`config.mk`:
```
export PLATFORM = sky130hd
export DESIGN_NAME = instruction_fetcher
export DESIGN_NICKNAME = d
export VERILOG_FILES = /design/src/rtl/instruction_fetcher.sv
export SDC_FILE = /design/constraint.sdc
export NUM_CORES = 1
export LEC_CHECK = 0
export ABC_AREA = 1
export CORE_UTILIZATION = 49
export CTS_BUF_LIST = sky130_fd_sc_hd__clkbuf_4 sky130_fd_sc_hd__clkbuf_8 sky130_fd_sc_hd__clkbuf_16
export CTS_CLUSTER_SIZE = 16
export DETAILED_ROUTE_END_ITERATION = 10
export PLACE_DENSITY = 0.79
export SLEW_MARGIN = 20
export SYNTH_ARGS = -nofsm -noshare
export SYNTH_HDL_FRONTEND = slang
export SYNTH_SLANG_ARGS = --single-unit
```
`constraint.sdc`:
```
create_clock -name clk -period 1.8 [get_ports clk]
set_input_delay 0.27 -clock clk [delete_from_list [all_inputs] [get_ports clk]]
set_output_delay 0.27 -clock clk [all_outputs]
set_load 0.05 [all_outputs]
```
`src/rtl/instruction_fetcher.sv`:
```
// instruction_fetcher: fetch stage with valid/ready program-memory reads and a one-entry last-fetch buffer
module instruction_fetcher #(
  parameter int PROGRAM_MEM_ADDR_BITS = 8,
  parameter int PROGRAM_MEM_DATA_BITS = 16,
  parameter int HOLD_BUFFER = 1
) (
  input  logic                             clk,
  input  logic                             reset,
  input  logic [2:0]                       core_state,
  input  logic [PROGRAM_MEM_ADDR_BITS-1:0] current_pc,
  input  logic                             flush,
  output logic                             mem_read_valid,
  output logic [PROGRAM_MEM_ADDR_BITS-1:0] mem_read_address,
  input  logic                             mem_read_ready,
  input  logic [PROGRAM_MEM_DATA_BITS-1:0] mem_read_data,
  output logic [2:0]                       fetcher_state,
  output logic [PROGRAM_MEM_DATA_BITS-1:0] instruction,
  output logic                             buf_hit
);
  typedef enum logic [2:0] {IDLE = 3'b000, FETCHING = 3'b001, FETCHED = 3'b010} state_t;
  localparam logic [2:0] CORE_FETCH = 3'b001, CORE_DECODE = 3'b010;
  localparam logic HB = HOLD_BUFFER != 0;
  state_t state;
  logic buf_valid;
  logic [PROGRAM_MEM_ADDR_BITS-1:0] buf_addr;
  logic [PROGRAM_MEM_DATA_BITS-1:0] buf_data;
  logic hit;
  assign hit = HB && buf_valid && buf_addr == current_pc && !flush;
  assign fetcher_state = state;
  always_ff @(posedge clk or negedge reset) begin
    if (!reset) begin
      state <= IDLE;
      mem_read_valid <= 1'b0;
      mem_read_address <= '0;
      instruction <= '0;
      buf_hit <= 1'b0;
      buf_valid <= 1'b0;
      buf_addr <= '0;
      buf_data <= '0;
    end else begin
      buf_hit <= 1'b0;
      if (flush) buf_valid <= 1'b0;
      case (state)
        IDLE: if (core_state == CORE_FETCH) begin
          if (hit) begin
            instruction <= buf_data;
            buf_hit <= 1'b1;
            state <= FETCHED;
          end else begin
            mem_read_valid <= 1'b1;
            mem_read_address <= current_pc;
            state <= FETCHING;
          end
        end
        FETCHING: if (mem_read_ready) begin
          mem_read_valid <= 1'b0;
          instruction <= mem_read_data;
          buf_addr <= mem_read_address;
          buf_data <= mem_read_data;
          buf_valid <= HB && !flush;
          state <= FETCHED;
        end
        FETCHED: if (core_state == CORE_DECODE) state <= IDLE;
        default: state <= IDLE;
      endcase
    end
  end
endmodule

```
==> impl_metrics.env <==
export IMPL_drive_above_1_share=0.106
export IMPL_r2r_setup_slack_ps=280
export IMPL_synth_warnings=0
export IMPL_grt_pass1_wl_mm=8.86
export IMPL_dr_pass1_iters=4
export IMPL_arrival_ps=1490
export IMPL_initial_utilization=0.519
export IMPL_cts_buffers=5
export IMPL_drt_first_iter_violations=169
export IMPL_p_leak_nw=1.65
export IMPL_cp_max_fo=2
export IMPL_grt_max_degree=34
export IMPL_postSynth_asyncResetShare=1.00
export IMPL_synth_enable_flop_cells=0
export IMPL_crit_family="buffers and inverters"
export IMPL_setup_violations=0
export IMPL_cts_tree="done"
export IMPL_hpwl_mm=3.79
export IMPL_irDropWorstVdd_v=0.000859
export IMPL_worst_path_largest_cell_delay_ps=810
export IMPL_wire_per_inst_um=12.3
export IMPL_crit_type="register to output port"
export IMPL_synth_seq_area_share=0.534
export IMPL_crit_path_start="mem_read_valid$_DFFE_PN0P_"
export IMPL_die_h_um=73.2
export IMPL_power_density_mw_per_mm2=1560
export IMPL_synth_cells=296
export IMPL_vias_per_cell=4.83
export IMPL_antenna_cells=0
export IMPL_end_kind="output port"
export IMPL_fp_coreArea_sq_mm=0.00479
export IMPL_place_area_sq_mm=0.00311
export IMPL_cts_num_sinks=53
export IMPL_period_share=0.979
export IMPL_synth_seq_cells=53
export IMPL_synth_top_flop_cell="dfrtp_1"
export IMPL_synth_cell_types=28
export IMPL_worstPathCellList="clkdlybuf4s50_1"
export IMPL_fin_nets=387
export IMPL_min_from="instruction[4]$_DFFE_PN0P_"
export IMPL_die_w_um=73.2
export IMPL_ios=60
export IMPL_synth_area_leaders="dfrtp_1 53%, nand2_1 16%, o21ai_0 7.0%"
export IMPL_grt_overflow=0
export IMPL_hold_violations=0
export IMPL_antenna_found_initial=0
export IMPL_period_minus_slack_ps=1760
export IMPL_post_cts_setup_buffers=0
export IMPL_path_buf_inv=1
export IMPL_stdcell_area_sq_mm=0.00322
export IMPL_grt_pass1_vias=1859
export IMPL_cts_max_level=2
export IMPL_root_buffer="clkbuf_8"
export IMPL_drc=0
export IMPL_rows=25
export IMPL_synth_top_area_share=0.534
export IMPL_vias=2046
export IMPL_r2r_start="fetcher_state[0]$_DFFE_PN0P_"
export IMPL_fin_worst_skew_ps=7.43
export IMPL_cp_required_ps=1530
export IMPL_clock_path_buffers=2
export IMPL_clkSlewWorstSetupHoldPaths_ps=100
export IMPL_gp_congestion=0.740
export IMPL_syn_area_sq_mm=0.00248
export IMPL_avgSynthCellArea_sq_um=8.39
export IMPL_crit_path_top_delay_cell="clkdlybuf4s50_1"
export IMPL_critPathLaunchType="register"
export IMPL_worst_pin_slew_ps=559
export IMPL_status="complete, no violations"
export IMPL_io_buffer_count=58
export IMPL_clock_fmax_mhz=568
export IMPL_drv_slew=0
export IMPL_power_total_mw=5.01
export IMPL_cap_violations=0
export IMPL_rsz0062_at_grt="no"
export IMPL_drtAntennaViolNets=0
export IMPL_hold_path_class="register to register"
export IMPL_synthTopCellsByCount="104 x nand2_1, 53 x dfrtp_1, 35 x o21ai_0"
export IMPL_relSlewSlack=0.628
export IMPL_clkLatencyLatePin_ps=310
export IMPL_synth_nets=327
export IMPL_synth_largest_area_cell="dfrtp_1"
export IMPL_area_delta_synth_final_pct=29.7
export IMPL_yosysMostFrequentCell="nand2_1"
export IMPL_wl_mm=5.22
export IMPL_fp_dieArea_sq_mm=0.00536
export IMPL_grtUsageTotal=0.221
## layout make-up
class / instances / area, sq um
tap: 67 / 83.8
sequential: 53 / 1330
fill: 397 / 1560
inverter: 33 / 124
clock inverter: 2 / 13.8
clock buffer: 6 / 82.6
timing repair buffer: 66 / 637
multi-input combinational: 197 / 955
## power breakdown
group	internal, mW	switching, mW
logic	0.800	1.54
registers	1.69	0.288
clock network	0.312	0.388
## what timing repair did
item / in CTS / in global routing
setup endpoints to repair: 1 / 1
endpoints found under the hold margin: 23 / 0
hold buffers: 1 / 0
gates resized for setup: 1 / 1
## state kept, by name, summed over array words and instances, names as in the netlist
register and count:
buf_data 16, instruction 16, buf_addr 8, mem_read_address 8
fetcher_state 2, buf_hit 1, buf_valid 1, mem_read_valid 1
## per-layer routing
metal	global-route usage	up-vias	wire length (um)
li1	-	1057	-
met1	0.324	937	2610
met2	0.331	46	2360
met3	0.0373	6	180
met4	0.0806	0	71
met5	0	-	0
## layout by cell type (no fill, tap or decap), types with 2 or more instances in the layout
cell type / count
nand4_1: 9
nand3_1: 16
nand2_1: 104
clkbuf_8: 6
a21oi_1: 4
o21ai_0: 35
nor2_1: 10
nand2_8: 2
nor2_2: 2
nand2_2: 2
buf_4: 12
dfrtp_1: 53
mux2_2: 4
inv_1: 31
clkdlybuf4s50_1: 49
## metrics by stage
stage	util	setup WS [ps]	hold WS (ps)	TNS [ps]	std cells
final	0.673	38.6	475	0	424
after global routing	0.673	8.06	514	0	424
after CTS	0.673	23.2	481	0	424
after detailed placement	0.651	-23.5	287	-94.0	415
after global placement	0.651	24.1	285	0	415
after floorplan	-	70.3	-25.6	0	296
## final timing paths
check,depth (start not counted),end
min in group asynchronous,2,buf_data[14]$_DFFE_PN0P_
max in group asynchronous,3,buf_data[10]$_DFFE_PN0P_
worst max register to register,7,instruction[8]$_DFFE_PN0P_
worst min-delay path,2,instruction[4]$_DFFE_PN0P_
worst max-delay path,1,mem_read_valid
worst min register to register,2,instruction[4]$_DFFE_PN0P_
## kinds of logic (layout without fill, tap and decap cells)
kind of cell              count (synthesis)  after routing  share of synthesized area
buffers and inverters                    46            107                     0.0821
AOI/OAI and AO/OA                        40             40                     0.0806
xor gates and xnor gates                  1              1                    0.00353
and+or+nand+nor                         151            151                      0.280
other                                     1              1                    0.00151
muxes                                     4              4                     0.0181
DFF                                      53             53                      0.534
Note: power is estimated with default switching activity, not from simulation.
